`src/rtl/uart_rx_buffered_pkg.sv`:
```
// Shared types and helpers for the buffered UART receiver.
// Contents:
//   rx_state_e   one-hot receiver FSM states
//   parity_e     parity mode codes (NONE=0, ODD=1, EVEN=2)
//   calc_div     clock-per-tick divider, rounded, never below 1
package uart_rx_buffered_pkg;

    typedef enum logic [5:0] {
        ST_IDLE     = 6'b000001,
        ST_START    = 6'b000010,
        ST_DATA     = 6'b000100,
        ST_PARITY   = 6'b001000,
        ST_STOP     = 6'b010000,
        ST_BRK_WAIT = 6'b100000
    } rx_state_e;

    typedef enum logic [1:0] {
        PAR_NONE = 2'd0,
        PAR_ODD  = 2'd1,
        PAR_EVEN = 2'd2
    } parity_e;

    // Round-to-nearest clocks per oversample tick.
    function automatic int unsigned calc_div(input int unsigned clk_hz,
                                             input int unsigned baud,
                                             input int unsigned os);
        int unsigned den;
        int unsigned d;
        den = baud * os;
        d   = (clk_hz + den / 2) / den;
        return (d == 0) ? 1 : d;
    endfunction

endpackage

```
`src/rtl/uart_rx_buffered_if.sv`:
```
// Read-side handshake bundle of the buffered UART receiver.
// Signals:
//   rx_data        head-of-FIFO data word
//   rx_parity_err  head word failed parity
//   rx_frame_err   head word had a 0 in a stop-bit position
//   rx_valid       FIFO not empty
//   rx_ready       consumer accepts the head word
// Modports: master = receiver side, slave = consumer side.
interface uart_rx_buffered_if #(
    parameter int unsigned FRAME_WD = 8
) ();
    logic [FRAME_WD-1:0] rx_data;
    logic                rx_parity_err;
    logic                rx_frame_err;
    logic                rx_valid;
    logic                rx_ready;

    modport master (
        output rx_data,
        output rx_parity_err,
        output rx_frame_err,
        output rx_valid,
        input  rx_ready
    );

    modport slave (
        input  rx_data,
        input  rx_parity_err,
        input  rx_frame_err,
        input  rx_valid,
        output rx_ready
    );
endinterface

```
`src/rtl/uart_rx_buffered_fifo.sv`:
```
// Generic synchronous show-ahead FIFO with registered head word.
// Ports:
//   clk, reset_p  clock, asynchronous active-high reset
//   push          write push_data (ignored when full unless popping too)
//   push_data     word to store
//   pop           remove head word (ignored when empty)
//   head_data     current head word, 0 when empty
//   valid         FIFO holds at least one word
//   full_c        FIFO holds DEPTH words
//   count         words held
module uart_rx_buffered_fifo #(
    parameter int unsigned WIDTH = 10,
    parameter int unsigned DEPTH = 16
) (
    input  logic                       clk,
    input  logic                       reset_p,
    input  logic                       push,
    input  logic [WIDTH-1:0]           push_data,
    input  logic                       pop,
    output logic [WIDTH-1:0]           head_data,
    output logic                       valid,
    output logic                       full_c,
    output logic [$clog2(DEPTH):0]     count
);
    localparam int unsigned AW = $clog2(DEPTH);
    localparam int unsigned CW = AW + 1;

    logic [WIDTH-1:0] mem [DEPTH];
    logic [AW-1:0]    wr_ptr;
    logic [AW-1:0]    rd_ptr;
    logic [AW-1:0]    rd_next_c;
    logic [CW-1:0]    count_next_c;
    logic [CW-1:0]    remaining_c;
    logic             do_push_c;
    logic             do_pop_c;

    // Push into a full FIFO is allowed only when the head leaves in the same cycle.
    always_comb begin
        full_c       = (count == CW'(DEPTH));
        do_pop_c     = pop && (count != '0);
        do_push_c    = push && (!full_c || do_pop_c);
        rd_next_c    = do_pop_c ? rd_ptr + AW'(1) : rd_ptr;
        remaining_c  = count - CW'(do_pop_c);
        count_next_c = remaining_c + CW'(do_push_c);
    end

    // Storage array, no reset needed.
    always_ff @(posedge clk) begin
        if (do_push_c) begin
            mem[wr_ptr] <= push_data;
        end
    end

    // Pointers, count and the registered head word.
    always_ff @(posedge clk or posedge reset_p) begin
        if (reset_p) begin
            wr_ptr    <= '0;
            rd_ptr    <= '0;
            count     <= '0;
            valid     <= 1'b0;
            head_data <= '0;
        end else begin
            if (do_push_c) begin
                wr_ptr <= wr_ptr + AW'(1);
            end
            rd_ptr <= rd_next_c;
            count  <= count_next_c;
            valid  <= (count_next_c != '0);
            // Bypass the array when the pushed word becomes the new head.
            if (count_next_c == '0) begin
                head_data <= '0;
            end else if (remaining_c == '0) begin
                head_data <= push_data;
            end else begin
                head_data <= mem[rd_next_c];
            end
        end
    end
endmodule

```
`src/rtl/uart_rx_buffered.sv`:
```
// Oversampling UART receiver with majority-vote sampling, false-start
// rejection, break detection, per-word error flags and a show-ahead RX FIFO.
// Ports:
//   clk, reset_p   clock, asynchronous active-high reset
//   uart_rx        serial line, idle high, asynchronous to clk
//   rx_if          master side of the read handshake (data, flags, valid/ready)
//   rx_break       1-clk pulse when a break is detected
//   overrun        sticky; a word was dropped because the FIFO was full
//   clr_err        synchronous clear of overrun
//   fifo_count     words held in the FIFO
module uart_rx_buffered
    import uart_rx_buffered_pkg::*;
#(
    parameter int unsigned CLK_FREQUENCE = 125_000_000,
    parameter int unsigned BAUD_RATE     = 9600,
    parameter int unsigned OVERSAMPLE    = 16,
    parameter int unsigned FRAME_WD      = 8,
    parameter string       PARITY        = "NONE",
    parameter int unsigned STOP_BITS     = 1,
    parameter int unsigned FIFO_DEPTH    = 16
) (
    input  logic                        clk,
    input  logic                        reset_p,
    input  logic                        uart_rx,
    uart_rx_buffered_if.master          rx_if,
    output logic                        rx_break,
    output logic                        overrun,
    input  logic                        clr_err,
    output logic [$clog2(FIFO_DEPTH):0] fifo_count
);
    localparam int unsigned DIV    = calc_div(CLK_FREQUENCE, BAUD_RATE, OVERSAMPLE);
    localparam int unsigned DIV_W  = (DIV > 1) ? $clog2(DIV) : 1;
    localparam int unsigned SC_W   = $clog2(OVERSAMPLE);
    localparam int unsigned BI_W   = $clog2(FRAME_WD);
    localparam int unsigned WORD_W = FRAME_WD + 2;
    localparam int unsigned H_LO   = OVERSAMPLE / 2 - 1;
    localparam int unsigned H_MID  = OVERSAMPLE / 2;
    localparam int unsigned H_HI   = OVERSAMPLE / 2 + 1;

    localparam parity_e PAR_MODE = (PARITY == "ODD")  ? PAR_ODD  :
                                   (PARITY == "EVEN") ? PAR_EVEN : PAR_NONE;
    localparam bit HAS_PAR = (PAR_MODE != PAR_NONE);
    localparam bit IS_ODD  = (PAR_MODE == PAR_ODD);

    rx_state_e            state;
    logic [1:0]           sync_q;
    logic                 line;
    logic                 line_prev;
    logic [DIV_W-1:0]     div_cnt;
    logic [SC_W-1:0]      samp_cnt;
    logic [1:0]           vote;
    logic [BI_W-1:0]      bit_idx;
    logic                 stop_idx;
    logic [FRAME_WD-1:0]  data_sr;
    logic                 par_bit;
    logic                 par_err;
    logic                 frm_err;
    logic                 first_stop;
    logic                 push;
    logic [WORD_W-1:0]    push_word;
    logic [WORD_W-1:0]    head;
    logic                 fifo_full;

    logic tick_c;
    logic start_edge_c;
    logic decide_c;
    logic maj_c;
    logic first_stop_c;
    logic frame_err_c;
    logic is_break_c;
    logic pop_c;
    logic drop_c;

    // Two-flop line synchroniser plus a delayed copy for edge detection.
    always_ff @(posedge clk or posedge reset_p) begin
        if (reset_p) begin
            sync_q    <= 2'b11;
            line_prev <= 1'b1;
        end else begin
            sync_q    <= {sync_q[0], uart_rx};
            line_prev <= sync_q[1];
        end
    end

    assign line = sync_q[1];

    always_comb begin
        tick_c       = (div_cnt == DIV_W'(DIV - 1));
        start_edge_c = (state == ST_IDLE) && line_prev && !line;
        decide_c     = tick_c && (samp_cnt == SC_W'(H_HI));
        maj_c        = (vote[0] & vote[1]) | (vote[0] & line) | (vote[1] & line);
        first_stop_c = (stop_idx == 1'b0) ? maj_c : first_stop;
        frame_err_c  = frm_err | ~maj_c;
        is_break_c   = (data_sr == '0) && !par_bit && !first_stop_c;
        pop_c        = rx_if.rx_valid & rx_if.rx_ready;
        drop_c       = push && fifo_full && !pop_c;
    end

    // Oversample tick divider; realigned to the start edge.
    always_ff @(posedge clk or posedge reset_p) begin
        if (reset_p) begin
            div_cnt <= '0;
        end else if (start_edge_c || tick_c) begin
            div_cnt <= '0;
        end else begin
            div_cnt <= div_cnt + DIV_W'(1);
        end
    end

    // Receiver FSM: sample counting, bit decisions and word assembly.
    always_ff @(posedge clk or posedge reset_p) begin
        if (reset_p) begin
            state      <= ST_IDLE;
            samp_cnt   <= '0;
            vote       <= '0;
            bit_idx    <= '0;
            stop_idx   <= 1'b0;
            data_sr    <= '0;
            par_bit    <= 1'b0;
            par_err    <= 1'b0;
            frm_err    <= 1'b0;
            first_stop <= 1'b0;
            push       <= 1'b0;
            push_word  <= '0;
            rx_break   <= 1'b0;
        end else begin
            push     <= 1'b0;
            rx_break <= 1'b0;

            if (tick_c && (state != ST_IDLE) && (state != ST_BRK_WAIT)) begin
                samp_cnt <= (samp_cnt == SC_W'(OVERSAMPLE - 1)) ? '0 : samp_cnt + SC_W'(1);
                if (samp_cnt == SC_W'(H_LO)) begin
                    vote[0] <= line;
                end
                if (samp_cnt == SC_W'(H_MID)) begin
                    vote[1] <= line;
                end
            end

            case (state)
                ST_IDLE: begin
                    if (start_edge_c) begin
                        state    <= ST_START;
                        samp_cnt <= '0;
                    end
                end
                ST_START: begin
                    if (decide_c) begin
                        if (maj_c) begin
                            state <= ST_IDLE;
                        end else begin
                            state   <= ST_DATA;
                            bit_idx <= '0;
                            par_bit <= 1'b0;
                            par_err <= 1'b0;
                            frm_err <= 1'b0;
                        end
                    end
                end
                ST_DATA: begin
                    if (decide_c) begin
                        data_sr <= {maj_c, data_sr[FRAME_WD-1:1]};
                        if (bit_idx == BI_W'(FRAME_WD - 1)) begin
                            state    <= HAS_PAR ? ST_PARITY : ST_STOP;
                            stop_idx <= 1'b0;
                        end else begin
                            bit_idx <= bit_idx + BI_W'(1);
                        end
                    end
                end
                ST_PARITY: begin
                    if (decide_c) begin
                        par_bit  <= maj_c;
                        par_err  <= (^data_sr) ^ maj_c ^ IS_ODD;
                        state    <= ST_STOP;
                        stop_idx <= 1'b0;
                    end
                end
                ST_STOP: begin
                    if (decide_c) begin
                        first_stop <= first_stop_c;
                        frm_err    <= frame_err_c;
                        if (stop_idx == 1'(STOP_BITS - 1)) begin
                            if (is_break_c) begin
                                rx_break <= 1'b1;
                                state    <= ST_BRK_WAIT;
                                samp_cnt <= '0;
                            end else begin
                                push      <= 1'b1;
                                push_word <= {frame_err_c, par_err, data_sr};
                                state     <= ST_IDLE;
                            end
                        end else begin
                            stop_idx <= 1'b1;
                        end
                    end
                end
                ST_BRK_WAIT: begin
                    // Need one uninterrupted bit time of idle before re-arming.
                    if (!line) begin
                        samp_cnt <= '0;
                    end else if (tick_c) begin
                        if (samp_cnt == SC_W'(OVERSAMPLE - 1)) begin
                            state    <= ST_IDLE;
                            samp_cnt <= '0;
                        end else begin
                            samp_cnt <= samp_cnt + SC_W'(1);
                        end
                    end
                end
                default: begin
                    state <= ST_IDLE;
                end
            endcase
        end
    end

    // Sticky overrun; a fresh drop wins over a simultaneous clear.
    always_ff @(posedge clk or posedge reset_p) begin
        if (reset_p) begin
            overrun <= 1'b0;
        end else if (drop_c) begin
            overrun <= 1'b1;
        end else if (clr_err) begin
            overrun <= 1'b0;
        end
    end

    uart_rx_buffered_fifo #(
        .WIDTH (WORD_W),
        .DEPTH (FIFO_DEPTH)
    ) u_fifo (
        .clk       (clk),
        .reset_p   (reset_p),
        .push      (push),
        .push_data (push_word),
        .pop       (pop_c),
        .head_data (head),
        .valid     (rx_if.rx_valid),
        .full_c    (fifo_full),
        .count     (fifo_count)
    );

    assign rx_if.rx_data       = head[FRAME_WD-1:0];
    assign rx_if.rx_parity_err = head[FRAME_WD];
    assign rx_if.rx_frame_err  = head[FRAME_WD+1];
endmodule

```
`src/flat_wrapper.sv`:
```
// flat-port wrapper written by rule: the top's interface ports become plain ports
module uart_rx_buffered_flat import uart_rx_buffered_pkg::*;
#(
    parameter int unsigned CLK_FREQUENCE = 125_000_000,
    parameter int unsigned BAUD_RATE     = 9600,
    parameter int unsigned OVERSAMPLE    = 16,
    parameter int unsigned FRAME_WD      = 8,
    parameter string       PARITY        = "    ",
    parameter int unsigned STOP_BITS     = 1,
    parameter int unsigned FIFO_DEPTH    = 16
)
  (clk, reset_p, uart_rx, rx_break, overrun, clr_err, fifo_count, rx_if_rx_data, rx_if_rx_parity_err, rx_if_rx_frame_err, rx_if_rx_valid, rx_if_rx_ready);
  uart_rx_buffered_if #(.FRAME_WD(FRAME_WD)) rx_if_i ();
  input  logic clk;
  input  logic reset_p;
  input  logic uart_rx;
  output logic rx_break;
  output logic overrun;
  input  logic clr_err;
  output logic [$clog2(FIFO_DEPTH):0] fifo_count;
  output wire logic [$bits(rx_if_i.rx_data)-1:0] rx_if_rx_data;
  output wire logic [$bits(rx_if_i.rx_parity_err)-1:0] rx_if_rx_parity_err;
  output wire logic [$bits(rx_if_i.rx_frame_err)-1:0] rx_if_rx_frame_err;
  output wire logic [$bits(rx_if_i.rx_valid)-1:0] rx_if_rx_valid;
  input wire logic [$bits(rx_if_i.rx_ready)-1:0] rx_if_rx_ready;
  assign rx_if_rx_data = rx_if_i.rx_data;
  assign rx_if_rx_parity_err = rx_if_i.rx_parity_err;
  assign rx_if_rx_frame_err = rx_if_i.rx_frame_err;
  assign rx_if_rx_valid = rx_if_i.rx_valid;
  assign rx_if_i.rx_ready = rx_if_rx_ready;
  uart_rx_buffered #(.CLK_FREQUENCE(CLK_FREQUENCE), .BAUD_RATE(BAUD_RATE), .OVERSAMPLE(OVERSAMPLE), .FRAME_WD(FRAME_WD), .PARITY(PARITY), .STOP_BITS(STOP_BITS), .FIFO_DEPTH(FIFO_DEPTH)) u_core (.clk(clk), .reset_p(reset_p), .uart_rx(uart_rx), .rx_if(rx_if_i), .rx_break(rx_break), .overrun(overrun), .clr_err(clr_err), .fifo_count(fifo_count));
endmodule
```
`config.mk`:
```
export PLATFORM = sky130hd
export DESIGN_NAME = uart_rx_buffered_flat
export DESIGN_NICKNAME = d
export VERILOG_FILES = /design/src/rtl/uart_rx_buffered_pkg.sv /design/src/rtl/uart_rx_buffered_if.sv /design/src/rtl/uart_rx_buffered_fifo.sv /design/src/rtl/uart_rx_buffered.sv /design/src/flat_wrapper.sv
export SDC_FILE = /design/constraint.sdc
export NUM_CORES = 1
export LEC_CHECK = 0
export BUFFER_PORTS_ARGS = -buffer_cell sky130_fd_sc_hd__buf_2
export CAP_MARGIN = 40
export CORE_ASPECT_RATIO = 1.4
export CORE_UTILIZATION = 57
export DETAILED_ROUTE_END_ITERATION = 8
export PLACE_DENSITY = 0.8
export SLEW_MARGIN = 20
export SYNTH_ARGS = -nofsm -noshare
export SYNTH_HDL_FRONTEND = slang
export SYNTH_HIERARCHICAL = 1
export SYNTH_SLANG_ARGS = --single-unit
```
`constraint.sdc`:
```
create_clock -name clk -period 4.1 [get_ports clk]
set_clock_uncertainty 0.05 [all_clocks]
set_input_delay 0 -clock clk [delete_from_list [all_inputs] [get_ports clk]]
set_output_delay 0 -clock clk [all_outputs]
set_load 0.01 [all_outputs]
```
==> Flow_metrics.wiki <==
{| class="wikitable"
! Metric !! Value
|-
| DRT iter0 DRCs || 594
|-
| Endpoint kind of the worst setup timing path || flop
|-
| Level count of the clock H-tree || 1
|-
| Relative slew slack || 0.373
|-
| Number of enable-type register cells in the synthesized netlist || 160
|-
| Number of primary I/O pins || 23
|-
| Routed WL || 26,400 um
|-
| Die ar. || 0.0207 mm2
|-
| Starting density of the core || 0.579
|-
| Height of the die || 170 um
|-
| Register area share after synthesis || 0.578
|-
| Clk_lat worst skew || 510 ps
|-
| Slowest stage cell on the critical path || or4_4
|-
| Residual DRC || 0
|-
| GP Congestion || 0.903
|-
| Async set or reset register ratio after synthesis || 0.310
|-
| Setup repair after global routing missed its margin || false
|-
| Top FF cell, synth || edfxtp_1
|-
| DR vias || 7,314
|-
| Number of slew-limit violations in the final report || 0
|-
| Power density relative to cell area || 607 mW/mm2
|-
| Hold Crit Class || input pin to asynchronous set/reset pin
|-
| Hold Worst Slack || 55.3 ps
|-
| Crit path buf inv count || 3
|-
| Final std cells w/o fill || 1,116
|-
| Hold Vio Cnt, Final || 0
|-
| Number of storage elements in the synthesis netlist || 232
|-
| Distinct cell type count after synthesis || 76
|-
| Global-route congestion overflow total || 0
|-
| Shortest period the worst path allows || 3710 ps
|-
| Max Clock Freq || 269 MHz
|-
| CTS buffer count || 24
|-
| Area share of the leading cell type in the synthesized netlist || 0.420
|-
| Die width || 122 um
|-
| Slew at the pin closest to its max-slew limit || 940 ps
|-
| Type of origin of the critical path || flop
|-
| First-pass GRT wire length || 41,600 um
|-
| Number of rows created at floorplan || 61
|-
| Post-CTS clock slew at the launch and capture registers of the worst setup and hold paths || 60 ps
|-
| Setup violation total in the final timing report || 0
|-
| Setup TNS || 0 ps
|-
| Clock Path Buffers || 3
|-
| Synthesized netlist cell count || 810
|-
| Via count of the first global-routing pass || 7,369
|-
| Data arrival time of the worst path || 4060 ps
|-
| HPWL after detailed placement || 17,300 um
|-
| Wire length per cell || 23.7 um
|-
| Largest fanout of any net on the critical path || 10
|-
| Critical Path RT || 4450 ps
|-
| Synth-to-Final Area Change || 11.9%
|-
| Leak pwr || 5.19 nW
|-
| Start-to-end type of the worst setup path || flop to flop
|-
| Max-cap violations || 0
|-
| Number of nets in the finished design || 867
|-
| Largest cells by area after synthesis || edfxtp_1 42%, dfrtp_1 15%, mux4_2 14%
|-
| Largest net degree at the start of global routing || 71
|-
| Top cell type by total area after synthesis || edfxtp_1
|-
| Routed via count divided by cell count || 6.55
|-
| Slowest Stage Delay on Critical Path || 500 ps
|-
| Initial antenna violation count || 0
|-
| Largest delay contributor family on the critical path || simple AND/OR/NAND/NOR gates
|-
| TritonCTS sink count || 232
|-
| Number of antenna cells inserted || 0
|-
| Worst vdd rail ir drop || 0.419 mV
|-
| TritonCTS clock tree || built
|-
| Critical path's most frequent cell || ha_1
|-
| Crit share post-route || 0.905
|-
| Iteration count of the initial detailed-routing pass || 5
|-
| Synth Cell Area || 0.0114 mm2
|-
| Fraction of layout instances using a drive strength above 1 || 0.222
|-
| Post-route standard cell area excluding fillers || 0.0128 mm2
|-
| Placed instance count || 1,068
|-
| Standard cell core area || 0.0198 mm2
|-
| Input/output buffers || 22
|-
| Global router's overall resource usage || 0.270
|-
| Status || finished, final reports clean
|-
| Synth warn || 6
|-
| Cells traversed along the worst timing path || or4_4 > o21ai_2 > inv_2 > ha_1 > inv_1 > ha_1 > ha_1 > nor3_1 > mux2i_4 > xnor2_2 > a311oi_2 > buf_4 > a32o_1 > a31o_1
|-
| Root Driver || clkbuf_16
|-
| Mean Syn Cell Area || 14.1 um2
|-
| Antenna viol nets, final || 0
|-
| Placed instance area || 0.0119 mm2
|-
| Overall power after layout || 0.00777 W
|}
## final cells by class
type | instances | area (um2)
sequential | 232 | 6620
timing repair buffer | 41 | 320
clock inverter | 8 | 141
multi-input combinational | 525 | 4640
fill | 1337 | 6960
clock buffer | 36 | 687
inverter | 22 | 82.6
tap | 252 | 315
## registers in the layout, summed over array words and instances, names as in the netlist
signal                   cells
u_core/u_fifo/mem          160
u_core/data_sr               8
u_core/u_fifo/valid          1
u_core/u_fifo/rd_ptr         4
u_core/line_prev             1
u_core/state                 5
u_core/bit_idx               3
u_core/push                  1
u_core/rx_break              1
u_core/u_fifo/wr_ptr         4
u_core/sync_q                2
u_core/overrun               1
u_core/div_cnt              10
u_core/vote                  2
u_core/samp_cnt              4
u_core/u_fifo/head_data     10
u_core/frm_err               1
u_core/push_word             9
u_core/u_fifo/count          5
## logic make-up after synthesis
| kind of cell | synth area share |
|---|---|
| XOR/XNOR | 0.0168 |
| AO/OA/AOI/OAI | 0.0559 |
| multiplexers | 0.184 |
| buffers and inverters | 0.0256 |
| adder cells (fa/ha/maj) | 0.0184 |
| other | 0.000328 |
| flip-flops | 0.578 |
| AND/OR/NAND/NOR | 0.121 |
## cell usage after synthesis (3+ instances only)
cell type	n
nor4_1	4
buf_2	12
nand4_1	3
dfstp_2	4
o22ai_1	14
ha_1	16
nand2b_1	13
dfrtp_1	68
nand3_1	76
o21ai_1	14
mux2_1	9
xor2_1	13
buf_1	6
a21oi_1	4
nor2b_1	7
xnor2_1	9
and2_1	17
nor3_1	7
a32oi_1	9
inv_2	5
mux2_4	8
and3_1	6
a211oi_1	3
o21ai_0	15
inv_1	17
edfxtp_1	160
nand2_1	88
o2bb2ai_1	4
clkbuf_1	26
mux2i_1	25
nor2_1	25
mux4_2	71
## repair_timing
item | 4_1_cts | 5_1_grt
hold buffers | 4 | 0
gates resized for setup | 0 | 4
hold endpoints to repair | 70 | 0
setup buffers | 0 | 0
endpoints found under the setup margin | 0 | 11
## layout by cell type, fill, tap and decap left out, types with 15 or more instances in the layout
cell / instances
and2_1: 17
buf_2: 22
clkbuf_16: 25
conb_1: 17
dfrtp_1: 66
edfxtp_1: 160
ha_1: 15
inv_1: 16
mux2i_1: 25
mux4_2: 71
nand2_1: 88
nand3_1: 75
nor2_1: 25
o21ai_0: 15
## per-stage QoR
stage,utilization,setup WS [ps]
after global placement,0.600,404
after CTS,0.646,170
after floorplan,-,49.0
after detailed placement,0.603,245
after global routing,0.648,156
final,0.648,388
## layer usage
layer | vias to the layer above | GRT usage | share of wire | wire length [um]
met5 | - | 0 | 0 | 0
met4 | 0 | 0.159 | 0.061 | 1620
met3 | 95 | 0.0524 | 0.082 | 2170
met2 | 371 | 0.453 | 0.50 | 13300
met1 | 3665 | 0.322 | 0.35 | 9340
li1 | 3183 | - | - | -
## final timing paths
check | startpoint | endpoint | slack [ps] | cells past startpoint
max | u_core/u_fifo/count[3] | u_core/u_fifo/head_data[8] | 390 | 14
min | reset_p | u_core/samp_cnt[0] | 60 | 3
max reg2reg | u_core/u_fifo/count[3] | u_core/u_fifo/head_data[8] | 390 | 14
min reg2reg | u_core/sync_q[0] | u_core/sync_q[1] | 300 | 0
max in group asynchronous | reset_p | u_core/u_fifo/head_data[3] | 3010 | 5
min in group clk | uart_rx | u_core/sync_q[0] | 90 | 2
## power by group
part	switching, W	internal [W]	total, W
Clock	0.000857	0.00141	0.00226
Sequential	0.000202	0.00261	0.00281
Combinational	0.00164	0.00105	0.00269
Total	0.00270	0.00507	0.00777
## tightest hold or removal path, stage by stage
cell           delay, ps
dlygate4sd3_1        530
buf_2                140
inv_2                390
Note: power is estimated with default switching activity, not from simulation.
